==> src/rtl/eth_tx_scheduler.sv <==
// eth_tx_scheduler: two-requester round-robin front end for the RGMII transmit
// frame engine. A winner's size/LFSR/gap settings are captured and held for
// the whole frame. The engine sees a START_HOLD-cycle start level. Completion
// (busy falls) or a missing busy response (timeout) is reported back to the
// requester with a one-cycle pulse in the same cycle the grant drops.
module eth_tx_scheduler #(
  parameter int unsigned START_HOLD   = 4,
  parameter int unsigned BUSY_TIMEOUT = 64
) (
  input  logic        i_eth_clk,
  input  logic        i_rst,
  input  logic [1:0]  i_req,
  input  logic [15:0] i_size0,
  input  logic [15:0] i_size1,
  input  logic [1:0]  i_lfsr_en,
  input  logic [7:0]  i_gap0,
  input  logic [7:0]  i_gap1,
  input  logic        i_eth_busy,
  output logic        o_eth_tx_start,
  output logic [15:0] o_eth_tx_size,
  output logic        o_eth_tx_lfsr_enable,
  output logic [7:0]  o_gap_count,
  output logic [1:0]  o_grant,
  output logic        o_sel,
  output logic [1:0]  o_done,
  output logic [1:0]  o_err
);

  typedef enum logic [1:0] {
    S_IDLE      = 2'd0,
    S_START     = 2'd1,
    S_WAIT_BUSY = 2'd2,
    S_WAIT_DONE = 2'd3
  } state_t;

  // Terminal counts: the hold counter starts at 0 on the first start-high
  // cycle, the timeout counter at 0 on the first cycle after start falls.
  localparam logic [7:0]  HOLD_LAST = 8'(START_HOLD - 1);
  localparam logic [15:0] TO_LAST   = 16'(BUSY_TIMEOUT - 1);

  // Round-robin pick: a lone requester wins; on a tie the one that was not
  // served last wins.
  function automatic logic rr_pick(input logic [1:0] req, input logic last);
    if (req == 2'b11) begin
      return ~last;
    end
    return req[1];
  endfunction

  state_t      state_q, state_d;
  logic        last_q, last_d;
  logic [7:0]  hold_q, hold_d;
  logic [15:0] to_q, to_d;
  logic        start_q, start_d;
  logic [15:0] size_q, size_d;
  logic        lfsr_q, lfsr_d;
  logic [7:0]  gap_q, gap_d;
  logic [1:0]  grant_q, grant_d;
  logic        sel_q, sel_d;
  logic [1:0]  done_q, done_d;
  logic [1:0]  err_q, err_d;
  // The arbitration decision is registered one cycle before the launch, so a
  // request sampled at one edge is granted at the following edge.
  logic        pend_q, pend_d;
  logic        pend_idx_q, pend_idx_d;

  // State, counters and every output register; reset returns all to idle/0.
  always_ff @(posedge i_eth_clk) begin
    if (i_rst) begin
      state_q <= S_IDLE;
      last_q  <= 1'b1;
      hold_q  <= '0;
      to_q    <= '0;
      start_q <= 1'b0;
      size_q  <= '0;
      lfsr_q  <= 1'b0;
      gap_q   <= '0;
      grant_q <= '0;
      sel_q   <= 1'b0;
      done_q  <= '0;
      err_q   <= '0;
      pend_q  <= 1'b0;
    end else begin
      state_q <= state_d;
      last_q  <= last_d;
      hold_q  <= hold_d;
      to_q    <= to_d;
      start_q <= start_d;
      size_q  <= size_d;
      lfsr_q  <= lfsr_d;
      gap_q   <= gap_d;
      grant_q <= grant_d;
      sel_q   <= sel_d;
      done_q  <= done_d;
      err_q   <= err_d;
      pend_q  <= pend_d;
    end
  end

  // Pending winner index; only consumed while pend_q is set, so no reset.
  always_ff @(posedge i_eth_clk) begin
    pend_idx_q <= pend_idx_d;
  end

  // Next-state and output logic for arbitration, start shaping and tracking.
  always_comb begin
    state_d    = state_q;
    last_d     = last_q;
    hold_d     = hold_q;
    to_d       = to_q;
    start_d    = start_q;
    size_d     = size_q;
    lfsr_d     = lfsr_q;
    gap_d      = gap_q;
    grant_d    = grant_q;
    sel_d      = sel_q;
    done_d     = '0;
    err_d      = '0;
    pend_d     = pend_q;
    pend_idx_d = pend_idx_q;

    case (state_q)
      S_IDLE: begin
        start_d = 1'b0;
        grant_d = '0;
        if (pend_q) begin
          pend_d  = 1'b0;
          sel_d   = pend_idx_q;
          grant_d = pend_idx_q ? 2'b10 : 2'b01;
          size_d  = pend_idx_q ? i_size1 : i_size0;
          gap_d   = pend_idx_q ? i_gap1 : i_gap0;
          lfsr_d  = i_lfsr_en[pend_idx_q];
          start_d = 1'b1;
          hold_d  = '0;
          state_d = S_START;
        end else if (!i_eth_busy && (i_req != 2'b00)) begin
          // Busy high also covers an unlocked engine PLL: never launch then.
          pend_d     = 1'b1;
          pend_idx_d = rr_pick(i_req, last_q);
        end
      end

      S_START: begin
        if (hold_q == HOLD_LAST) begin
          start_d = 1'b0;
          to_d    = '0;
          state_d = S_WAIT_BUSY;
        end else begin
          hold_d = hold_q + 8'd1;
        end
      end

      S_WAIT_BUSY: begin
        if (i_eth_busy) begin
          state_d = S_WAIT_DONE;
        end else if (to_q == TO_LAST) begin
          err_d   = sel_q ? 2'b10 : 2'b01;
          grant_d = '0;
          last_d  = sel_q;
          state_d = S_IDLE;
        end else begin
          to_d = to_q + 16'd1;
        end
      end

      S_WAIT_DONE: begin
        // Frame length is not bounded here, so there is no timeout.
        if (!i_eth_busy) begin
          done_d  = sel_q ? 2'b10 : 2'b01;
          grant_d = '0;
          last_d  = sel_q;
          state_d = S_IDLE;
        end
      end

      default: begin
        state_d = S_IDLE;
      end
    endcase
  end

  assign o_eth_tx_start       = start_q;
  assign o_eth_tx_size        = size_q;
  assign o_eth_tx_lfsr_enable = lfsr_q;
  assign o_gap_count          = gap_q;
  assign o_grant              = grant_q;
  assign o_sel                = sel_q;
  assign o_done               = done_q;
  assign o_err                = err_q;

endmodule
==> config.mk <==
export PLATFORM = sky130hd
export DESIGN_NAME = eth_tx_scheduler
export DESIGN_NICKNAME = d
export VERILOG_FILES = /design/src/rtl/eth_tx_scheduler.sv
export SDC_FILE = /design/constraint.sdc
export NUM_CORES = 1
export LEC_CHECK = 0
export ABC_AREA = 1
export CAP_MARGIN = 20
export CORE_ASPECT_RATIO = 2
export CORE_MARGIN = 2
export CORE_UTILIZATION = 30
export CTS_CLUSTER_DIAMETER = 200
export DETAILED_ROUTE_END_ITERATION = 10
export GPL_TIMING_DRIVEN = 1
export SYNTH_ARGS = -nofsm -noshare
export SYNTH_HDL_FRONTEND = slang
export SYNTH_SLANG_ARGS = --single-unit
==> constraint.sdc <==
create_clock -name i_eth_clk -period 2.3 [get_ports i_eth_clk]
set_input_delay 0.46 -clock i_eth_clk [delete_from_list [all_inputs] [get_ports i_eth_clk]]
set_output_delay 0.46 -clock i_eth_clk [all_outputs]
set_load 0.01 [all_outputs]
==> results of run 1 <==
-- area by class of cell --
cell class | instances | area (um2)
clock buffer | 11 | 253
clock inverter | 5 | 57.6
fill | 1200 | 6390
inverter | 74 | 278
multi-input combinational | 366 | 1760
sequential | 62 | 1250
tap | 142 | 178
timing repair buffer | 98 | 978
-- power by group --
part | switching [W] | leakage, nW | internal (W)
logic | 0.000793 | 1.38 | 0.000559
clock network | 0.000465 | 0.144 | 0.000894
registers | 0.0000877 | 0.504 | 0.00122
total | 0.00135 | 2.03 | 0.00267
-- logic make-up after synthesis --
kind of cell | synth area share [%]
xor gates and xnor gates | 0.775
and+or+nand+nor | 37.8
adders and majority gates | 2.21
AOI/OAI and AO/OA | 11.2
buffers and inverters | 11.1
DFF | 36.9
-- metal layers --
layer | vias up | GRT usage, % | wire length, um
met3 | 8 | 4.67 | 447
met4 | 0 | 5.25 | 110
met5 | - | 0 | 0
met1 | 1476 | 18.1 | 3890
li1 | 1852 | - | -
met2 | 75 | 24.6 | 4320
-- critical path, delay by kind of cell, from the launching register on --
| kind | cells | cell delay [ps] |
|---|---|---|
| DFF | 1 | 350 |
| adders and majority gates | 1 | 270 |
| AOI/OAI and AO/OA | 1 | 150 |
| buffers and inverters | 3 | 520 |
| and+or+nand+nor | 3 | 560 |
-- cell usage after synthesis --
cell type	number	area [um2]
nor2_2	1	6.26
nand2_1	152	571
buf_2	4	20.0
nor3b_1	1	7.51
clkbuf_1	16	60.1
o211ai_1	27	203
nor2_1	59	221
nand2_4	1	11.3
edfxtp_1	1	30.0
or2_2	1	6.26
a21boi_0	1	7.51
clkinv_1	3	11.3
ha_1	6	75.1
nand3_2	2	20.0
nand4_1	8	50.1
xor2_1	3	26.3
nor3_1	5	25.0
o21ai_0	8	40.0
dfxtp_1	61	1220
nand2_8	1	20.0
a21oi_1	20	100
and3_1	1	6.26
nor2_4	1	11.3
buf_6	1	11.3
o21bai_1	4	30.0
nand3_1	61	305
buf_4	1	7.51
nand2_2	3	18.8
inv_1	71	267
-- registers in the layout, indices dropped and copies added, names as in the netlist, 2 cells and up --
name and cells:
to_q 16, state_q 2, o_err 2, o_done 2, o_eth_tx_size 16, o_grant 2, o_gap_count 8, hold_q 8
-- final timing paths --
kind / cells after the start / slack (ps) / start / to
worst max-delay path: 8 / 370 / state_q[1] / to_q[2]
worst min-delay path: 1 / 480 / o_sel / o_done[0]
worst min register to register: 1 / 480 / o_sel / o_done[0]
worst max register to register: 8 / 370 / state_q[1] / to_q[2]
-- layout by cell type (no fill, tap or decap), types with 3 or more instances in the layout --
cell type / synthesis / final
a21oi_1: 20 / 20
buf_4: 1 / 9
clkbuf_16: 0 / 9
clkdlybuf4s50_1: 0 / 87
clkinv_1: 3 / 3
clkinvlp_4: 0 / 3
dfxtp_1: 61 / 61
ha_1: 6 / 6
inv_1: 71 / 71
nand2_1: 152 / 152
nand2_2: 3 / 3
nand3_1: 61 / 61
nand4_1: 8 / 8
nor2_1: 59 / 59
nor3_1: 5 / 5
o211ai_1: 27 / 27
o21ai_0: 8 / 8
o21bai_1: 4 / 4
xor2_1: 3 / 3
-- stage by stage --
step / worst slack [ps] / utilization [%]
2_1_floorplan: 701 / -
3_3_place_gp: 288 / 39.9
3_5_place_dp: 241 / 39.9
4_1_cts: 360 / 42.7
5_1_grt: 142 / 42.7
6_report: 369 / 42.7
==> impl_metrics.csv, run 1 <==
group,metric,value,unit
outcome,status,"completed",
yosys,postSynthNetCount,585,
power,design_power_total,0.00402,W
timing,final_max_slew_viol_count,0,
global_route,number_of_global_route_vias_before_repair,3170,
cells_and_area,final_layout_size_suffix_gt1_share,6.01,%
setup_path,cp_slowest_cell,"nor2_4",
timing,grt_setup_unrepaired,"no",
setup_path,crit_required,2560,ps
clocking,cts.clk_slew.worst_paths,50,ps
hold_path,hp-class,"register to register",
cells_and_area,antennaDiodeCount,0,
timing,timing.fmax,518,MHz
global_route,globalRouteOverflowTotal,0,
clocking,cts_repair_resize_count,0,
clocking,tritoncts_buffer_count,9,
power,vdd.ir_drop.worst,0.576,mV
floorplan,io_pins,88,
flow_run,max_cap_viol_count,0,
cells_and_area,final_nets,672,
yosys,ffs_latches_synth,62,
clocking,cts_tree,"done",
global_route,grtUsageTotal,14.9,%
setup_path,worst_ep_arrival,2190,ps
setup_path,worst_path_max_stage_delay,370,ps
setup_path,cell_type_with_the_highest_occurrence_count_on_the_critical_path,"inv_1",
setup_path,path_max_fanout,16,
drt,drc_violations_left,0,
timing,final.period_utilization,83.9,%
timing,final_hold_viol_count,0,
place,place_congestion,0.917,
cells_and_area,layout-area-overhead-vs-synth,40.3,%
yosys,cell_area_after_synthesis,0.00339,mm2
yosys,ys_types,29,
power,power.density,845,mW/mm2
drt,num_vias,3411,
timing,slew_headroom,69.7,%
clocking,cts_num_sinks,62,
place,dp.final_hpwl,6.45,mm
power,leakage,2.03,nW
timing,finalClockSkew,7.11,ps
setup_path,setup.worst_path.end_class,"register",
clocking,clock_insertion_delay_worst_skew,330,ps
drt,ant_nets,0,
timing,setup_total_negative_slack,0,ps
setup_path,criticalPathCategory,"register to register",
yosys,synthCells,524,
floorplan,die_area,0.0122,mm2
floorplan,core_area,0.0111,mm2
place,number_of_cells_in_the_design_after_placement,742,
cells_and_area,final_cell_area,0.00476,mm2
clocking,root_buffer,"clkbuf_16",
drt,avg_vias_per_cell,4.50,
place,placement.io_buffers,87,
setup_path,cp_cell_sequence,"inv_1, ha_1, inv_1, nor2_1, nor2_4, buf_4, nand3_1, a21oi_1",
yosys,seq_area_frac_synth,36.9,%
floorplan,floorplan.initialDensity,30.4,%
global_route,antenna_violations_before_repair,0,
floorplan,placement_rows,55,
cells_and_area,instances_no_fill,758,
timing,max_slew.worst_pin.slew,453,ps
clocking,number_of_buffers_added_for_setup_after_cts,0,
clocking,cts_hold_repair.buffers,0,
timing,post-route-min-period,1930,ps
global_route,grt_max_degree,53,
setup_path,critPathLaunchType,"register",
drt,route.final.wire_length,8.76,mm
drt,drt-wirelength-per-cell,11.6,um
place,post_place_instance_area,0.00445,mm2
clocking,ctsLongestPathBuffers,2,
floorplan,die_y,154,um
drt,drt_iter0_markers,149,
timing,whs,477,ps
clocking,h-tree-depth,3,
yosys,yosysWarningCount,0,
timing,setup_viol,0,
floorplan,die_width,79.2,um
drt,dr.pass1.iters,4,
global_route,grt_first_pass_wirelength,14.7,mm
yosys,syn-mean-instance-area,6.47,um2
Note: power is estimated with default switching activity, not from simulation.
==> inputs of run 2 (changes only) <==
- clock period: 2.3 -> 1.7 ns (I/O delays scaled with it)
==> run 2 against run 1 <==
- sequential cell count did not move
- setup slack got worse by 260 ps
- via count rose by 6.2%
- non-clock buffer count rose by 21
- count of clock-buffer cells in the layout did not move
- global-route usage rose by 0.63 points
- critical endpoint is now to_q[4]
==> impl_metrics.csv, run 2 (synthesized netlist as in run 1, its figures left out) <==
group,metric,value,unit
drt,dr.pass1.iters,6,
global_route,globalRouteOverflowTotal,0,
setup_path,cp_slowest_cell,"dfxtp_4",
clocking,ctsLongestPathBuffers,2,
hold_path,holdCritStartpoint,"o_grant[1]",
timing,final.setup.worst_slack,108,ps
place,placement.io_buffers,87,
setup_path,critPathLaunchType,"register",
power,netSwitchingFraction,34.5,%
floorplan,die_y,154,um
cells_and_area,num-fill-cells,1181,
setup_path,crit_required,1960,ps
cells_and_area,final_nets,693,
floorplan,placement_rows,55,
place,dp.final_hpwl,6.71,mm
drt,drt-wirelength-per-cell,11.9,um
hold_path,hp-class,"register to register",
global_route,grtUsageTotal,15.6,%
setup_path,path_delay_family,"buffers and inverters",
clocking,cts_tree,"done",
clocking,cts_hold_repair.buffers,0,
clocking,cts_num_sinks,62,
setup_path,setup.worst_path.start,"state_q[0]",
setup_path,worst_ep_arrival,1850,ps
timing,final_hold_viol_count,0,
power,p_int,0.00380,W
global_route,grt_max_degree,53,
power,design_power_total,0.00579,W
clocking,h-tree-depth,3,
cells_and_area,seq_area,0.00126,mm2
timing,post-route-min-period,1590,ps
place,detailedPlace.worstSlack,-19.5,ps
place,place_congestion,0.890,
flow_run,max_cap_viol_count,0,
power,combinationalPowerShare,37.9,%
setup_path,setup.worst_path.end_class,"register",
setup_path,cp_cell_sequence,"inv_1, ha_2, buf_4, nand2_4, nand2_4, buf_4, nand3_1, a21oi_1",
setup_path,critical_path_buf_inv_count,3,
global_route,antenna_violations_before_repair,0,
floorplan,die_width,79.2,um
timing,slew_headroom,80.2,%
clocking,cts.clk_slew.worst_paths,50,ps
clocking,clock_insertion_delay_worst_skew,330,ps
power,power.density,1160,mW/mm2
drt,avg_vias_per_cell,4.65,
timing,setup_viol,0,
setup_path,worst_path_max_stage_delay,360,ps
cells_and_area,multiInputGateArea,0.00182,mm2
timing,max_slew.worst_pin.slew,295,ps
drt,route.final.wire_length,9.26,mm
floorplan,io_pins,88,
setup_path,worst-r2r-setup-slack,110,ps
drt,ant_nets,0,
drt,num_vias,3624,
cells_and_area,layout.cells.most_common,"nand2_1",
place,post_place_instance_area,0.00462,mm2
cells_and_area,antennaDiodeCount,0,
cells_and_area,final_layout_size_suffix_gt1_share,11.8,%
global_route,grt_first_pass_wirelength,15.5,mm
drt,drc_violations_left,0,
floorplan,die_area,0.0122,mm2
outcome,status,"completed",
cells_and_area,layout-area-overhead-vs-synth,48.0,%
power,clock_power_share,31.5,%
cells_and_area,final_cell_mix,"nand2_1, clkdlybuf4s50_1, inv_1",
timing,finalClockSkew,6.76,ps
cells_and_area,final_cell_area,0.00501,mm2
timing,final_max_slew_viol_count,0,
clocking,root_buffer,"clkbuf_16",
global_route,number_of_global_route_vias_before_repair,3342,
timing,final.period_utilization,93.7,%
power,leakage,2.16,nW
floorplan,core_area,0.0111,mm2
power,vdd.ir_drop.worst,0.702,mV
clocking,tritoncts_buffer_count,9,
setup_path,reg2reg_from,"state_q[0]",
power,pwr-share-seq,30.6,%
floorplan,floorplan.initialDensity,30.4,%
drt,drt_iter0_markers,231,
cells_and_area,final_util,45.0,%
power,p_sw,0.00200,W
setup_path,criticalPathCategory,"register to register",
setup_path,path_max_fanout,14,
timing,timing.fmax,628,MHz
-- run 2: changes by cell type in the layout (fill, tap and decap cells not counted), sizes merged --
cell           previous run  this run
clkdlybuf4s50            87        86
bufinv                    1         0
inv                      71        72
buf                      11        32
dlymetal6s2s              0         1
-- run 2: through the flow --
stage / hold slack [ps] / setup TNS (ps) / std cells
after floorplan: 441 / 0 / 524
after global placement: 456 / 0 / 762
after detailed placement: 459 / -69.9 / 762
after CTS: 468 / 0 / 778
after global routing: 504 / -12.4 / 779
final: 461 / 0 / 779
-- run 2: layer usage --
metal  up-vias  global-route usage [%]  routed length [um]
met2        92                    25.6                4460
met5         -                       0                   0
met3        19                    4.55                 546
li1       1893                       -                   -
met4         0                    6.16                 226
met1      1620                    18.8                4030
-- run 2: worst paths after layout --
kind | to | depth (start not counted)
max | to_q[4] | 8
max reg2reg | to_q[4] | 8
min reg2reg | o_grant[1] | 2
min | o_grant[1] | 2
-- run 2: power by group through the flow --
stage / registers, W / clock network [W] / logic, W
detailed placement: 0.00179 / 0 / 0.00208
finish: 0.00178 / 0.00182 / 0.00220
global route: 0.00180 / 0.00193 / 0.00243
floorplan: 0.00184 / 0 / 0.00111
CTS: 0.00176 / 0.00187 / 0.00210
global placement: 0.00179 / 0 / 0.00206
-- run 2: cell type report --
| type | instances | share of cell area [%] |
|---|---|---|
| clock buffers | 11 | 5.26 |
| clock inverters | 5 | 0.798 |
| repair buffers | 119 | 23.5 |
| inverters | 74 | 5.54 |
| multi-input cells | 366 | 36.2 |
| well taps | 142 | 3.54 |
| flip-flops and latches | 62 | 25.1 |
-- run 2: repair_timing --
item | 4_1_cts | 5_1_grt
resized for setup | 1 | 22
buffers inserted | 0 | 1
pin swaps | 0 | 2
cloned | 0 | 0
endpoints found under the setup margin | 1 | 26
-- run 2: worst min-delay path, cell delays in order (launching register included) --
cell and delay [ps]:
dfxtp_1 310, nand2_1 60, a21oi_1 50
==> inputs of run 3 (changes only) <==
- CTS_CLUSTER_DIAMETER: 200 -> not set
==> results of run 3 <==
No change in the layout: final DEF, timing and power equal those of run 2.
